<file path="config.mk">
export PLATFORM = sky130hd
export DESIGN_NAME = regfile_write_ctrl
export DESIGN_NICKNAME = d
export VERILOG_FILES = /design/src/rtl/regfile_pkg.sv /design/src/rtl/regfile_write_ctrl_wb_fifo.sv /design/src/rtl/regfile_write_ctrl.sv
export SDC_FILE = /design/constraint.sdc
export NUM_CORES = 1
export LEC_CHECK = 0
export ABC_AREA = 1
export CAP_MARGIN = 30
export CORE_UTILIZATION = 52
export DETAILED_ROUTE_END_ITERATION = 8
export PLACE_DENSITY = 0.78
export SLEW_MARGIN = 20
export SYNTH_ARGS = -nofsm -noshare
export SYNTH_HDL_FRONTEND = slang
export SYNTH_SLANG_ARGS = --single-unit
</file>
<file path="constraint.sdc">
create_clock -name clk -period 3.6 [get_ports clk]
set_input_delay 0.72 -clock clk [delete_from_list [all_inputs] [get_ports clk]]
set_output_delay 0.72 -clock clk [all_outputs]
set_load 0.01 [all_outputs]
</file>
<file path="src/rtl/regfile_pkg.sv">
// Shared types and helpers for the register-file write-side controller.
package regfile_pkg;

  localparam int unsigned NUM_REGS = 32;
  localparam int unsigned DATA_W   = 32;
  localparam int unsigned ADDR_W   = $clog2(NUM_REGS);

  typedef struct packed {
    logic              valid;
    logic [ADDR_W-1:0] addr;
    logic [DATA_W-1:0] data;
  } wb_entry_t;

  // Candidate qualifies for forwarding; callers scan oldest to youngest so the last hit wins.
  function automatic logic youngest_match(input wb_entry_t cand, input logic [ADDR_W-1:0] rq_addr);
    return cand.valid && (cand.addr == rq_addr) && (rq_addr != '0);
  endfunction

endpackage

</file>
<file path="src/rtl/regfile_write_ctrl_wb_fifo.sv">
// Circular write-back buffer with occupancy count and an age-ordered view for lookups.
module wb_fifo
  import regfile_pkg::*;
#(
  parameter int unsigned DEPTH = 4
) (
  input  logic                      clk,
  input  logic                      reset,
  input  logic                      i_push,
  input  logic [ADDR_W-1:0]         i_addr,
  input  logic [DATA_W-1:0]         i_data,
  input  logic                      i_pop,
  input  logic                      i_flush,
  output logic [$clog2(DEPTH):0]    o_count,
  output wb_entry_t [DEPTH-1:0]     o_view
);

  localparam int unsigned PTR_W = $clog2(DEPTH);
  localparam int unsigned CNT_W = PTR_W + 1;

  logic [PTR_W-1:0]  r_head;
  logic [PTR_W-1:0]  r_tail;
  logic [CNT_W-1:0]  r_count;
  logic [DEPTH-1:0]  r_valid;
  logic [ADDR_W-1:0] r_addr_mem [DEPTH];
  logic [DATA_W-1:0] r_data_mem [DEPTH];

  always_ff @(posedge clk or posedge reset) begin
    if (reset) begin
      r_head  <= '0;
      r_tail  <= '0;
      r_count <= '0;
      r_valid <= '0;
    end else if (i_flush) begin
      r_head  <= '0;
      r_tail  <= '0;
      r_count <= '0;
      r_valid <= '0;
    end else begin
      if (i_pop) begin
        r_head          <= r_head + PTR_W'(1);
        r_valid[r_head] <= 1'b0;
      end
      if (i_push) begin
        r_tail          <= r_tail + PTR_W'(1);
        r_valid[r_tail] <= 1'b1;
      end
      case ({i_push, i_pop})
        2'b10:   r_count <= r_count + CNT_W'(1);
        2'b01:   r_count <= r_count - CNT_W'(1);
        default: r_count <= r_count;
      endcase
    end
  end

  // Payload storage is deliberately left unreset; the valid flags gate visibility.
  always_ff @(posedge clk) begin
    if (i_push && !i_flush) begin
      r_addr_mem[r_tail] <= i_addr;
      r_data_mem[r_tail] <= i_data;
    end
  end

  // View index 0 is the head (oldest), DEPTH-1 the youngest slot.
  always_comb begin
    o_view = '0;
    for (int unsigned k = 0; k < DEPTH; k++) begin
      o_view[k].valid = r_valid[r_head + PTR_W'(k)];
      o_view[k].addr  = r_addr_mem[r_head + PTR_W'(k)];
      o_view[k].data  = r_data_mem[r_head + PTR_W'(k)];
    end
  end

  assign o_count = r_count;

endmodule

</file>
<file path="src/rtl/regfile_write_ctrl.sv">
// Register-file write controller: buffers write-backs, drains to the write port, forwards pending data.
module regfile_write_ctrl
  import regfile_pkg::*;
#(
  parameter int unsigned DEPTH = 4
) (
  input  logic                   clk,
  input  logic                   reset,
  input  logic                   req_valid,
  output logic                   req_ready,
  input  logic [ADDR_W-1:0]      req_addr,
  input  logic [DATA_W-1:0]      req_data,
  input  logic                   wb_stall,
  input  logic                   flush,
  output logic                   we,
  output logic [ADDR_W-1:0]      wa,
  output logic [DATA_W-1:0]      wd,
  input  logic [ADDR_W-1:0]      rq_addr1,
  input  logic [ADDR_W-1:0]      rq_addr2,
  output logic                   rq_hit1,
  output logic                   rq_hit2,
  output logic [DATA_W-1:0]      rq_data1,
  output logic [DATA_W-1:0]      rq_data2,
  output logic [$clog2(DEPTH):0] count,
  output logic [7:0]             dropped
);

  localparam int unsigned CNT_W    = $clog2(DEPTH) + 1;
  localparam logic [7:0]  DROP_MAX = 8'hFF;

  logic                  w_accept;
  logic                  w_push;
  logic                  w_drop;
  logic                  w_pop;
  logic [CNT_W-1:0]      w_count;
  wb_entry_t [DEPTH-1:0] w_view;
  wb_entry_t             w_out;
  wb_entry_t [DEPTH:0]   w_cands;

  logic                  r_we;
  logic [ADDR_W-1:0]     r_wa;
  logic [DATA_W-1:0]     r_wd;
  logic [7:0]            r_dropped;

  assign req_ready = (w_count < CNT_W'(DEPTH)) && !flush;
  assign w_accept  = req_valid && req_ready;
  assign w_push    = w_accept && (req_addr != '0);
  assign w_drop    = w_accept && (req_addr == '0);
  assign w_pop     = (w_count != '0) && !wb_stall && !flush;

  wb_fifo #(
    .DEPTH (DEPTH)
  ) u_fifo (
    .clk     (clk),
    .reset   (reset),
    .i_push  (w_push),
    .i_addr  (req_addr),
    .i_data  (req_data),
    .i_pop   (w_pop),
    .i_flush (flush),
    .o_count (w_count),
    .o_view  (w_view)
  );

  always_ff @(posedge clk or posedge reset) begin
    if (reset) begin
      r_we      <= 1'b0;
      r_wa      <= '0;
      r_wd      <= '0;
      r_dropped <= '0;
    end else begin
      r_we <= w_pop;
      if (w_pop) begin
        r_wa <= w_view[0].addr;
        r_wd <= w_view[0].data;
      end
      if (w_drop && (r_dropped != DROP_MAX)) begin
        r_dropped <= r_dropped + 8'd1;
      end
    end
  end

  // Candidate 0 is the output register (oldest); FIFO entries follow in age order.
  assign w_out   = '{valid: r_we, addr: r_wa, data: r_wd};
  assign w_cands = {w_view, w_out};

  function automatic logic [DATA_W:0] f_lookup(input wb_entry_t [DEPTH:0] cands,
                                               input logic [ADDR_W-1:0]   rq);
    logic [DATA_W:0] res;
    res = '0;
    for (int unsigned i = 0; i <= DEPTH; i++) begin
      if (youngest_match(cands[i], rq)) begin
        res = {1'b1, cands[i].data};
      end
    end
    return res;
  endfunction

  assign {rq_hit1, rq_data1} = f_lookup(w_cands, rq_addr1);
  assign {rq_hit2, rq_data2} = f_lookup(w_cands, rq_addr2);

  assign we      = r_we;
  assign wa      = r_wa;
  assign wd      = r_wd;
  assign count   = w_count;
  assign dropped = r_dropped;

endmodule

</file>
==> flow_summary.toml <==
[clock_tree]
clock_latency_ns = 0.53
cts_tree = "done"
cts_root_buf = "clkbuf_16"
clkSinkCount = 205
cts_buffer_depth = 3
cts_max_level = 1
cts_inserted_buffers = 24
path_clk_slew_ns = 0.06
cts.hold.buffers_added = 0

[synthesis]
synth_edf_count = 148
seq_area_frac_synth_pct = 39.87
syn_area_sq_mm = 0.01473
synthCells = 2080
synthTopCellsByCount = "744 x nand2_1, 298 x nor2_1, 208 x nand3_1"
yosysMostFrequentCell = "nand2_1"
avgSynthCellArea_sq_um = 7.080
ys.flop_type = "edfxtp_1"
ys_seq_elements = 205
synth_cell_types = 37
async_reset_ff_share_pct = 27.80
synth_top_cell_by_area = "edfxtp_1"
synth_area_leaders = "edfxtp_1 30%, nand2_1 19%, dfrtp_1 9.7%, nor2_1 7.6%, nand3_1 7.1%"
yosysTopAreaCellShare_pct = 30.18
synth_warnings = 0
syn_nets = 2142

[pwr]
cellPowerDensity_mw_per_mm2 = 677.3
p_leak_nw = 9.535
vdd_drop_max_uv = 521.6
finalPower_w = 0.01421

[sta]
final_max_slew_viol_count = 0
worst_slew_pin_slew_ns = 0.8404
fmax_ghz = 0.2574
min_period_over_period_pct = 107.9
rsz0062_at_grt = "yes"
finalHoldViolations = 0
setup_tns_ns = -9.968
worst_clock_skew_ns = 0.01342
finalSetupViolations = 66
relSlewSlack_pct = 43.38
period_minus_slack_ns = 3.884
worst_slack_ns = -0.2843

[grt]
grt_overflow = 0
antenna_found_initial = 0
grt_max_degree = 131
grt_first_pass_wirelength_microns = 87350
first_global_vias = 15107
grt_use_total_pct = 39.96

[drt]
firstDrtPassIters = 9
drcViolationCount = 27
vias_per_cell = 6.113
routedWlPerCell_microns = 22.78
first_iter_violations = 2991
wirelength_microns = 62970
vias = 16897
final_antenna_net_count = 0

[worst_setup_path]
cp.required_ns = 2.88
critPathMaxFanout = 29
worst_setup_path_start_kind = "flop"
critical_path_class = "flop to output pin"
rr_worst_depth = 8
critical_path.cell_chain = "buf_6 -> buf_12 -> buf_16 -> buf_16 -> mux2i_1 -> nand2_1 -> o21ai_1 -> nor2_1 -> nor2_1 -> nand2_1 -> nand2_2 -> nand2_2 -> buf_6"
reg2reg_to = "wd[31]"
regToRegSetupSlack_ns = 1.33
cp_slowest_cell = "dfrtp_4"
arrival_ns = 3.16
cp-startpoint = "u_fifo.r_head[0]"
crit_path_max_incr_delay_ns = 0.43
worstReg2RegStart = "u_fifo.r_head[0]"
end_kind = "output pin"

[final_layout]
area_growth_pct = 42.48
n_antenna_cell = 0
nets = 2430
layoutNonFillerInstCount = 2764
drive_above_1_share_pct = 25.78

[place]
dp_hpwl_microns = 37310
io_buffers = 167
dp.cells = 2658
routabilityCongestion = 1.021

[floorplanning]
die_h_microns = 170.3
die_w_microns = 170.3
rows = 61
boundaryPins = 168
start_util_pct = 52.86
fp.coreArea_sq_mm = 0.02786
dieArea_sq_mm = 0.02900

[flow_run]
maxCapViolCount = 0

[run_status]
status = "finished, violations left"
violations = "DRC, setup timing"

[hold_path]
hp-class = "primary input to asynchronous set/reset pin"
## report_power, final
group / switching [W] / internal [W] / total, W
Sequential: 0.000397 / 0.00288 / 0.00328
Clock: 0.000983 / 0.00145 / 0.00244
Combinational: 0.00509 / 0.00340 / 0.00850
Total: 0.00647 / 0.00773 / 0.0142
## registers in the layout, indices dropped and copies added (netlist names)
| name | flops |
|---|---|
| u_fifo.o_count | 3 |
| dropped | 8 |
| wa | 5 |
| u_fifo.r_data_mem | 128 |
| u_fifo.r_head | 2 |
| wd | 32 |
| u_fifo.r_addr_mem | 20 |
| u_fifo.r_tail | 2 |
| u_fifo.r_valid | 4 |
| we | 1 |
## worst max-delay path: cells and delay by family (launching register included)
family                 cells  cell delay, ns
flip-flops                 1            0.43
multiplexers               1            0.34
AND/OR/NAND/NOR            6            0.71
buffers and inverters      5            0.89
AO/OA/AOI/OAI              1            0.22
## through the flow
stage / util, % / instance area (sq um) / setup slack (ns) / hold WS (ns)
global route: 75.31 / 20980 / -0.3679 / 0.4557
finish: 75.31 / 20980 / -0.2843 / 0.4315
detailed placement: 64.51 / 17970 / -0.3438 / 0.4962
global placement: 64.51 / 17970 / -0.3475 / 0.4803
CTS: 71.27 / 19850 / -0.1937 / 0.4316
floorplan: - / 14730 / 0.1035 / 0.5204
## repair_timing
action,4_1_cts,5_1_grt
cloned,17,14
pin swaps,38,111
setup buffers,30,15
resized for setup,433,267
endpoints found under the setup margin,66,66
## layer usage
| layer | vias to the layer above | wire [microns] | GRT usage, % |
|---|---|---|---|
| met4 | 0 | 4114 | 16.96 |
| met2 | 1353 | 27920 | 63.28 |
| met5 | - | 0 | 0 |
| met3 | 374 | 8011 | 7.814 |
| li1 | 7493 | - | - |
| met1 | 7677 | 22920 | 53.32 |
## placed cells by master, fill, tap and decap left out, types with 27 or more instances in the layout
cell / netlist / routed
nand3_1: 208 / 153
buf_12: 0 / 42
nor2_1: 298 / 217
edfxtp_1: 148 / 148
o21ai_0: 172 / 141
nand4_1: 72 / 72
buf_6: 5 / 63
dfrtp_1: 57 / 56
nand2_1: 744 / 653
inv_1: 59 / 56
mux2i_1: 96 / 93
o21ai_1: 4 / 30
nand3_2: 3 / 41
clkdlybuf4s50_1: 0 / 101
nand2_2: 0 / 84
buf_2: 59 / 27
buf_4: 26 / 135
nor2_2: 4 / 51
clkbuf_16: 0 / 36
nor2_4: 6 / 40
## how the worst max path moves through the flow
| stage | endpoint | slack [ns] | cells after the start |
|---|---|---|---|
| after floorplan | rq_data1[15] | 0.10 | 18 |
| after global placement | rq_data2[9] | -0.35 | 15 |
| after detailed placement | rq_data1[11] | -0.34 | 15 |
| after CTS | rq_data1[14] | -0.19 | 17 |
| after global routing | rq_data2[12] | -0.37 | 16 |
| final | rq_data2[12] | -0.28 | 13 |
## layout make-up
cell class              count  area (sq um)
multi-input cells        1664          9000
fillers                  1996          6878
flip-flops and latches    205          5874
repair buffers            405          4568
clock buffers              28         615.6
well taps                 378         473.0
inverters                  68         266.5
clock inverters            16         182.7
## cell families (layout without fill, tap and decap cells)
kind of cell	Yosys count	in the layout	share of synthesized area, %
xor+xnor	15	15	0.8921
flops	205	205	39.87
mux	97	97	6.602
buf+inv	211	517	6.814
simple gates	1349	1349	38.24
fa+ha+maj	10	10	0.9007
compound gates	193	193	6.679
(Power assumes the default switching activity.)
